**config.mk**
```make
export PLATFORM = sky130hd
export DESIGN_NAME = wb_arbiter
export DESIGN_NICKNAME = d
export VERILOG_FILES = /design/src/rtl/wb_arbiter.sv
export SDC_FILE = /design/constraint.sdc
export NUM_CORES = 1
export LEC_CHECK = 0
export BUFFER_PORTS_ARGS = -buffer_cell sky130_fd_sc_hd__buf_2
export CAP_MARGIN = 30
export CORE_MARGIN = 2
export CORE_UTILIZATION = 40
export CTS_BUF_LIST = sky130_fd_sc_hd__clkbuf_4
export DETAILED_ROUTE_END_ITERATION = 8
export PLACE_DENSITY = 0.85
export RECOVER_POWER = 100
export SLEW_MARGIN = 30
export SYNTH_ARGS = -nofsm -noshare
export SYNTH_HDL_FRONTEND = slang
export SYNTH_SLANG_ARGS = --single-unit
```
**constraint.sdc**
```tcl
create_clock -name CLK_WB -period 5.3 [get_ports CLK_WB]
set_input_delay 1.06 -clock CLK_WB [delete_from_list [all_inputs] [get_ports CLK_WB]]
set_output_delay 1.06 -clock CLK_WB [all_outputs]
set_load 0.02 [all_outputs]
```
**src/rtl/wb_arbiter.sv**
```systemverilog
// Writeback-port arbiter: three sources share the register-file write port, with a same-cycle grant and a registered write.
// Define WB_FIXED_PRIO_EN for fixed priority 0 > 1 > 2 (PTR held at 0); round-robin otherwise.
module wb_arbiter #(
  parameter int DW = 16,
  parameter int AW = 3
) (
  input  logic          CLK_WB,
  input  logic          RESET,
  input  logic          STALL,
  input  logic          REQ_0,
  input  logic          REQ_1,
  input  logic          REQ_2,
  input  logic [AW-1:0] NREG_0,
  input  logic [AW-1:0] NREG_1,
  input  logic [AW-1:0] NREG_2,
  input  logic [DW-1:0] DATA_0,
  input  logic [DW-1:0] DATA_1,
  input  logic [DW-1:0] DATA_2,
  output logic          GNT_0,
  output logic          GNT_1,
  output logic          GNT_2,
  output logic [AW-1:0] N_REG,
  output logic [DW-1:0] REG_IN,
  output logic          REG_WEN,
  output logic [1:0]    LAST_GNT
);

  // Handshake: REQ_i acts as valid and GNT_i as ready. A source holds REQ_i, NREG_i and DATA_i
  // until it samples GNT_i = 1 at a rising edge. Ungranted requests simply persist.
  logic [1:0]    ptr;
  logic [2:0]    req;
  logic [2:0]    gnt;
  logic [1:0]    win;
  logic          win_vld;
  logic [2:0]    sum;
  logic [AW-1:0] win_nreg;
  logic [DW-1:0] win_data;

  assign req = {REQ_2, REQ_1, REQ_0};

  // Scan from ptr upward (mod 3); the first requester found wins.
  always_comb begin
    gnt     = 3'b000;
    win     = 2'd0;
    win_vld = 1'b0;
    sum     = 3'd0;
    if (!RESET && !STALL) begin
      for (int i = 0; i < 3; i++) begin
        sum = {1'b0, ptr} + 3'(i);
        if (sum >= 3'd3) sum = sum - 3'd3;
        if (!win_vld && req[sum[1:0]]) begin
          win_vld = 1'b1;
          win     = sum[1:0];
        end
      end
      if (win_vld) gnt[win] = 1'b1;
    end
  end

  assign GNT_0 = gnt[0];
  assign GNT_1 = gnt[1];
  assign GNT_2 = gnt[2];

  always_comb begin
    win_nreg = NREG_0;
    win_data = DATA_0;
    case (win)
      2'd1: begin
        win_nreg = NREG_1;
        win_data = DATA_1;
      end
      2'd2: begin
        win_nreg = NREG_2;
        win_data = DATA_2;
      end
      default: begin
        win_nreg = NREG_0;
        win_data = DATA_0;
      end
    endcase
  end

  always_ff @(posedge CLK_WB) begin
    if (RESET) begin
      ptr      <= 2'd0;
      N_REG    <= '0;
      REG_IN   <= '0;
      REG_WEN  <= 1'b0;
      LAST_GNT <= 2'b11;
    end else begin
      REG_WEN <= win_vld;
      if (win_vld) begin
        N_REG    <= win_nreg;
        REG_IN   <= win_data;
        LAST_GNT <= win;
`ifdef WB_FIXED_PRIO_EN
        ptr      <= 2'd0;
`else
        ptr      <= (win == 2'd2) ? 2'd0 : win + 2'd1;
`endif
      end
    end
  end

endmodule

```
==> Word-level counts from Yosys, hierarchy flattened <==
Cells that the tools add are included.
{ "word_totals": {"ff_bits": 24, "elab_cells": 60, "out_inout_bits": 25} }
{ "classes": {"n_mux": 31, "eq_ne": 2, "reduce_logical": 8, "magnitude_cmp": 8, "add_sub_neg": 6} }
{ "op_table": {"columns": ["operator", "count"], "rows": [
  ["16-bit case mux with 2 select lines", 1],
  ["2-bit two-way mux", 12],
  ["2-bit by 3-bit < comparator with 1-bit output (second input constant)", 4],
  ["1-bit two-way mux", 11],
  ["1-bit binary-select mux with 2-bit select", 3],
  ["3-bit by 2-bit >= comparator with 1-bit output (second input constant)", 2],
  ["3-bit two-way mux", 2],
  ["3-bit case mux with 2 select lines", 1],
  ["2-bit subtractor (second input constant)", 3],
  ["1-bit logical AND", 4],
  ["1-bit logical NOT", 4],
  ["2-bit by 1-bit adder with 3-bit output (second input constant)", 1],
  ["2-bit by 2-bit adder with 3-bit output (second input constant)", 1],
  ["2-bit by 1-bit adder with 2-bit output (second input constant)", 1],
  ["1-bit demux with 2-bit select", 1],
  ["2-bit by 1-bit == test with 1-bit output (second input constant)", 1],
  ["2-bit == test (second input constant)", 1],
  ["2-bit by 1-bit >= comparator with 1-bit output (second input constant)", 1],
  ["2-bit >= comparator (second input constant)", 1]
]} }

==> Logic depth before layout (Yosys ltp) <==
Gate-level depths: netlist of the first run.
{ "depth": {"ltp_word": 21, "ltp_mapped": 14, "ltp_nobuf": 12} }

==> Worst setup path before layout of the first run <==
Ideal clock, no wire load.
{ "synth_timing": {"path_type": "input -> output", "start": "in REQ_1", "end": "out GNT_1", "arrival_time_ns": 2.343, "required_time_ns": 4.240, "slack_ns": 1.897, "path_buffers": 0, "stages": 5, "path_cell_list": "mux2i_1 mux2_4 o311ai_1 o21ai_1 nor3_1"} }
{ "synth_between": {"elab_chain_len": 18, "elab_cells_between_ends": 27, "classes_between": "2 x order compare; 20 x mux; 5 x reduce/logical"} }
{ "synth_lines": {"columns": ["element", "line_no", "rtl"], "rows": [
  ["start: declaration", "11", "input logic REQ_1,"],
  ["1-bit binary-select mux with 2-bit select", "51", "if (!win_vld && req[sum[1:0]]) begin"],
  ["1-bit two-way mux (implied by the code)", "51", null],
  ["1-bit two-way mux", "51", null],
  ["1-bit two-way mux", "47", "if (!RESET && !STALL) begin"],
  ["1-bit logical NOT", "51", null],
  ["1-bit logical AND", "51", null],
  ["1-bit two-way mux", "51", null],
  ["1-bit two-way mux", "47", null],
  ["[2 not listed]", null, null],
  ["2-bit two-way mux", "51", null],
  ["2-bit two-way mux", "47", null],
  ["2-bit by 3-bit < comparator with 1-bit output (implied by the code) / 2-bit by 1-bit >= comparator with 1-bit output (equally long branches)", "56", "if (win_vld) gnt[win] = 1'b1;"],
  ["1-bit logical AND (implied by the code)", "56", null],
  ["1-bit two-way mux (implied by the code)", "56", null],
  ["1-bit demux with 2-bit select", "56", null],
  ["3-bit two-way mux *", "56", null],
  ["3-bit two-way mux *", "47", null],
  ["end: declaration", "20", "output logic GNT_1,"]
]} }
Mark *: on every way between the ends. The rest lies on a longest branch, timed or not. The select of a mux whose other input is x is not followed.

==> Final worst setup path of the first run <==
{ "layout_timing": {"start": "in RESET", "end": "reg REG_IN[10]"} }
{ "layout_between": {"elab_chain_len": 5, "elab_cells_between_ends": 7, "classes_between": "2 x eq/ne; 3 x mux; 2 x reduce/logical"} }
{ "layout_lines": {"columns": ["element", "line_no", "rtl"], "rows": [
  ["start: declaration", "8", "input logic RESET,"],
  ["1-bit logical NOT", "47", null],
  ["1-bit logical AND", "47", null],
  ["2-bit two-way mux", "47", null],
  ["2-bit == test / 2-bit by 1-bit == test with 1-bit output (equally long branches)", "67", "case (win)"],
  ["16-bit case mux with 2 select lines", "67", null],
  ["end signal: assignment", "94", "REG_IN <= win_data;"],
  ["end: declaration", "23", "output logic [DW-1:0] REG_IN,"]
]} }
Several ways; a longest one is shown, not always the timed one.
A chain may end at the register's enable or synchronous reset.

==> flow_summary_export.csv, run 1 <==
group,metric,value,unit
setup_path,cp-endpoint,"REG_IN[10]",
yosys,synth-simple-area-share,16.7,%
clocking,clockBufferDepth,2,
pwr,p_clk_share,16.8,%
global_routing,grt.overflow.total,0,
setup_path,cp.arrival,4.07,ns
sta,max_slew_margin,13.5,%
yosys,synth_seq_cells,24,
yosys,yosysSeqAreaShare,31.6,%
die,die-area,4310,µm²
route,post_drt_wl_per_cell,11.5,µm
clocking,cts_tree,"done",
yosys,synthDistinctLibCells,34,
route,final_antenna_net_count,0,
clocking,clk_latency,0.30,ns
setup_path,path_max_fanout,25,
pwr,power.internal,0.294,mW
sta,hold_violations,0,
yosys,synth_compound_area_share,24.6,%
yosys,avgSynthCellArea,8.18,µm²
place,port_buffers,87,
global_routing,grt_max_degree,39,
yosys,synthCells,186,
route,dr.pass1.iters,4,
sta,worst_slew_pin_slew,1.28,ns
sta,min_period,3.91,ns
setup_path,worstReg2RegStart,"ptr[0]",
sta,slew_violations,0,
setup_path,crit_type,"primary input to flop",
place,gp_congestion,0.855,
sta,fmax,0.256,GHz
yosys,synth_top_family_by_area,"compound AO/OA/AOI/OAI gates",
sta,post-route-period-util,73.7,%
die,die_height,65.7,µm
route,first_iter_violations,57,
worst_hold_path,hp-start,"REG_IN[12]",
sta,skew,0.00731,ns
setup_path,cp-start-kind,"primary input",
clocking,clock-sinks,24,
sta,rsz0062_at_grt,"false",
setup_path,worst_ep_required_time,5.46,ns
place,dp_hpwl,2860,µm
clocking,cts_max_level,1,
route,vias,1603,
pwr,p_per_area,235,nW/µm²
setup_path,rrSetupSlack,1.80,ns
pwr,peakVddDrop,0.0000906,V
clocking,cts_buffers,3,
yosys,synth_edf_count,0,
cells_and_area,fin_nets,336,
cells_and_area,drive_gt1_share,25.9,%
clocking,path_clk_slew,0.12,ns
clocking,post_cts_buffers,0,
pwr,p_leak,0.829,nW
yosys,synthFlopType,"dfxtp_1",
flow_run,max_cap_viol_count,0,
yosys,yosys-mux-area-fraction,14.8,%
route,wirelength,3580,µm
die,fp-row-count,22,
setup_path,crit_start,"RESET",
cells_and_area,antenna_cells,0,
pwr,seq_power_share,44.9,%
clocking,cts_root_buffer,"clkbuf_4",
global_routing,grt_pass1_wl,6060,µm
sta,setup_tns,0,ns
setup_path,worstReg2RegEnd,"REG_IN[10]",
yosys,syn_nets,257,
pwr,combPwrFrac,38.3,%
sta,setup_viol,0,
global_routing,grtUsageTotal,17.3,%
yosys,synth_xor_area_share,0,%
setup_path,r2r.worst_path.cells,7,
route,vias_per_cell,5.15,
die,die_w,65.7,µm
clocking,cts_resized,0,
cells_and_area,n_fill_cell,372,
global_routing,antenna_found_initial,0,
cells_and_area,finalNonFillerCells,311,
pwr,total_power,0.453,mW
cells_and_area,syn2layout_area_growth,26.4,%
pwr,power.switching,0.159,mW
global_routing,grt_pass1_vias,1498,
die,core,3660,µm²
yosys,netlist_area,1520,µm²
clocking,hold_buffers,0,
die,io_pins,88,
route,drc,0,
yosys,yosysWarnings,0,
place,placed_cells,308,
setup_path,critPathCaptureType,"flop",
status,status,"complete, no violations",
yosys,async_flop_share,0,%
worst_hold_path,hold_path_class,"flop to flop",
yosys,synth_fa_ha_area_share,6.58,%
pwr,switching_share,35.1,%
die,start_util,41.6,%
cell families (layout without fill, tap and decap cells):
group	Yosys count	count (layout)
simple gates	59	59
compound gates	55	55
flops	24	24
mux	22	22
buf+inv	18	95
fa+ha+maj	8	8
cells in the final DEF, fill, tap and decap left out, types with 2 or more instances in the layout:
| cell | n |
|---|---|
| a22oi_1 | 19 |
| clkbuf_1 | 26 |
| ha_1 | 7 |
| o31ai_1 | 2 |
| clkbuf_4 | 3 |
| mux2i_1 | 21 |
| nand2_1 | 23 |
| buf_2 | 62 |
| nor2_1 | 24 |
| nand2b_1 | 4 |
| a41oi_1 | 2 |
| a21oi_1 | 3 |
| o21ai_0 | 22 |
| inv_1 | 4 |
| dfxtp_1 | 24 |
| o22ai_1 | 2 |
sequential cells by signal, summed over array words and instances, names as in the netlist:
| signal | count |
|---|---|
| REG_IN | 16 |
| REG_WEN | 1 |
| LAST_GNT | 2 |
| N_REG | 3 |
| ptr | 2 |
through the flow:
step / hold slack [ns] / cell area (µm²) / util, % / setup WS [ns]
after global placement: 0.471 / 1940 / 53.1 / 1.73
after floorplan: 0.504 / 1520 / - / 1.90
after detailed placement: 0.481 / 1970 / 53.9 / 1.57
final: 0.509 / 1920 / 52.5 / 1.39
after CTS: 0.513 / 1990 / 54.5 / 1.73
after global routing: 0.541 / 1920 / 52.5 / 1.10
cell usage after synthesis (2+ instances only):
cell / number / area, µm²
a22oi_1: 19 / 143
nor2_1: 24 / 90.1
nand2b_1: 4 / 25.0
ha_1: 8 / 100
dfxtp_1: 24 / 480
a21oi_1: 3 / 15.0
clkbuf_1: 10 / 37.5
o21ai_0: 21 / 105
inv_1: 4 / 15.0
o22ai_1: 2 / 12.5
o31ai_1: 2 / 15.0
nand2_1: 23 / 86.3
mux2i_1: 21 / 210
worst max-delay path, stage by stage:
cell and delay [ns]:
clkbuf_1 0.41, or2_2 0.51, a41oi_1 0.96, clkbuf_1 0.77
mux2i_1 0.28, nor2_1 0.06
area by class of cell:
class                           count  area, µm²  area share (%)
Clock buffer                        3       22.5            1.17
Inverter                            4       15.0           0.781
Multi-Input combinational cell    144        937            48.7
Sequential cell                    24        480            25.0
Tap cell                           48       60.1            3.12
Timing Repair Buffer               88        408            21.2
worst min-delay path by stage:
stage,cells after the start,to,slack (ns)
detailed placement,2,REG_IN[12],0.48
global placement,2,REG_IN[13],0.47
CTS,2,N_REG[0],0.51
finish,2,REG_IN[12],0.51
floorplan,2,ptr[1],0.50
global route,2,N_REG[1],0.54
power groups by stage:
stage	registers [mW]	logic, mW	clock network [mW]
6_report	0.203	0.173	0.0760
5_1_grt	0.205	0.194	0.0882
4_1_cts	0.203	0.186	0.0784
3_5_place_dp	0.207	0.186	0
3_3_place_gp	0.207	0.177	0
2_1_floorplan	0.223	0.111	0
metal layers:
layer	GRT usage, %	wire, µm	vias to the layer above
met4	5.21	37	0
met2	33.0	1820	45
met1	19.3	1520	732
li1	-	-	822
met3	2.91	204	4
met5	0	0	-
Power figures use the tool's default switching activity.
==> inputs of run 2 (changes only) <==
- PLACE_DENSITY: 0.85 -> 0.88
- clock period: 5.3 -> 3.2 ns (I/O delays scaled with it)
==> run 2 against run 1 <==
Against the previous run:
- worst hold slack is essentially flat
- combinational power rose by 76%
- die area unchanged
- critical path type is now flop to output pin
- largest power group unchanged
==> flow_summary_export.csv, run 2 (synthesis gave the netlist of run 1 again) <==
group,metric,value,unit
status,status,"complete, no violations",
place,dp_hpwl,2910,µm
setup_path,crit_type,"flop to output pin",
sta,fmax,0.328,GHz
global_routing,grtUsageTotal,18.6,%
route,first_iter_violations,69,
flow_run,max_cap_viol_count,0,
pwr,p_leak,0.859,nW
cells_and_area,final_cell_mix,"buf_2 (65), dfxtp_1 (24), nor2_1 (24)",
clocking,cts_root_buffer,"clkbuf_4",
setup_path,worst_ep_required_time,2.56,ns
route,post_drt_wl_per_cell,12.2,µm
clocking,cts_buffers,3,
setup_path,slowest_stage,"ha_2",
die,die_height,65.7,µm
setup_path,r2r.worst_path.cells,12,
die,io_pins,88,
sta,post-route-period-util,95.1,%
cells_and_area,final_core_util,54.0,%
route,final_antenna_net_count,0,
clocking,clockBufferDepth,2,
setup_path,cp.arrival,2.40,ns
setup_path,critPathCaptureType,"output pin",
worst_hold_path,hold_path_class,"flop to flop",
setup_path,critPathTopFamily,"compound AO/OA/AOI/OAI gates",
setup_path,critPathMaxStageDelay,0.40,ns
die,fp-row-count,22,
cells_and_area,largest-register,"REG_IN",
die,start_util,41.6,%
sta,min_period,3.04,ns
clocking,clk_latency,0.30,ns
cells_and_area,top_regs,"REG_IN (16), N_REG (3)",
worst_hold_path,hold_depth,2,
sta,worst_slew_pin_slew,0.727,ns
clocking,path_clk_slew,0.11,ns
cells_and_area,largest_register_ffs,16,
global_routing,grt.overflow.total,0,
setup_path,cp-start-kind,"flop",
route,vias_per_cell,5.09,
setup_path,critPathBufInv,2,
cells_and_area,fin_nets,339,
clocking,cts_tree,"done",
clocking,clock-sinks,24,
die,die-area,4310,µm²
sta,hold_violations,0,
route,wirelength,3820,µm
setup_path,worst-path-stages,7,
die,core,3660,µm²
cells_and_area,drive_gt1_share,29.7,%
place,port_buffers,87,
place,gp_congestion,0.809,
global_routing,grt_pass1_wl,6460,µm
cells_and_area,syn2layout_area_growth,29.9,%
route,drc,0,
global_routing,grt_max_degree,26,
global_routing,antenna_found_initial,0,
sta,setup_viol,0,
cells_and_area,antenna_cells,0,
sta,slew_violations,0,
route,vias,1597,
pwr,peakVddDrop,0.000165,V
global_routing,grt_pass1_vias,1541,
clocking,cts_max_level,1,
setup_path,crit_chain,"inv_1 > ha_2 > mux2_4 > o311ai_1 > o21ai_2 > nor3_1 > buf_2",
route,dr.pass1.iters,4,
die,die_w,65.7,µm
cells_and_area,final_common_cell,"buf_2",
setup_path,path_max_fanout,7,
sta,max_slew_margin,51.6,%
pwr,p_per_area,387,nW/µm²
sta,skew,0.00151,ns
sta,setup_tns,0,ns
-- run 2: path summary, 6_finish.rpt --
path | to | start | slack [ns]
worst max-delay path | GNT_1 | ptr[0] | 0.16
worst min-delay path | REG_IN[15] | REG_IN[15] | 0.51
worst max register to register | REG_IN[6] | ptr[0] | 0.31
worst min register to register | REG_IN[15] | REG_IN[15] | 0.51
-- run 2: report_power, final --
| group | switching [mW] | internal, mW | total [mW] |
|---|---|---|---|
| sequential | 0.0136 | 0.324 | 0.337 |
| combinational | 0.178 | 0.127 | 0.305 |
| clock | 0.0784 | 0.0438 | 0.122 |
-- run 2: what timing repair did --
action / CTS / global route
resized for setup: 0 / 5
endpoints found under the hold margin: 0 / 0
buffers inserted: 0 / 0
endpoints found under the setup margin: 0 / 22
hold buffers: 0 / 0
-- run 2: metal layers --
| metal | track usage (%) | up-vias | part of all wire (%) |
|---|---|---|---|
| met1 | 21.7 | 722 | 42 |
| met2 | 34.6 | 48 | 51 |
| met3 | 2.57 | 4 | 5.5 |
| met5 | 0 | - | 0 |
| li1 | - | 823 | - |
| met4 | 5.73 | 0 | 1.2 |
-- run 2: cell type report --
class / instances / area (µm²)
Clock buffer: 3 / 22.5
Fill cell: 377 / 1680
Inverter: 4 / 15.0
Multi-Input combinational cell: 144 / 963
Sequential cell: 24 / 480
Tap cell: 48 / 60.1
Timing Repair Buffer: 91 / 435
-- run 2: stage by stage --
step	cell area, µm²	power (mW)	hold slack [ns]	setup slack [ns]	std cells
6_report	1980	0.765	0.509	0.155	314
5_1_grt	1980	0.829	0.550	-0.00610	314
4_1_cts	2000	0.772	0.511	0.0968	314
3_5_place_dp	1970	0.651	0.479	0.128	311
3_3_place_gp	1970	0.643	0.469	0.256	311
2_1_floorplan	1520	0.554	0.504	0.349	186
-- run 2: worst min-delay path, cell delays in order (launching register included) --
cell     delay [ns]
dfxtp_1        0.34
mux2i_1        0.06
nor2_1         0.07
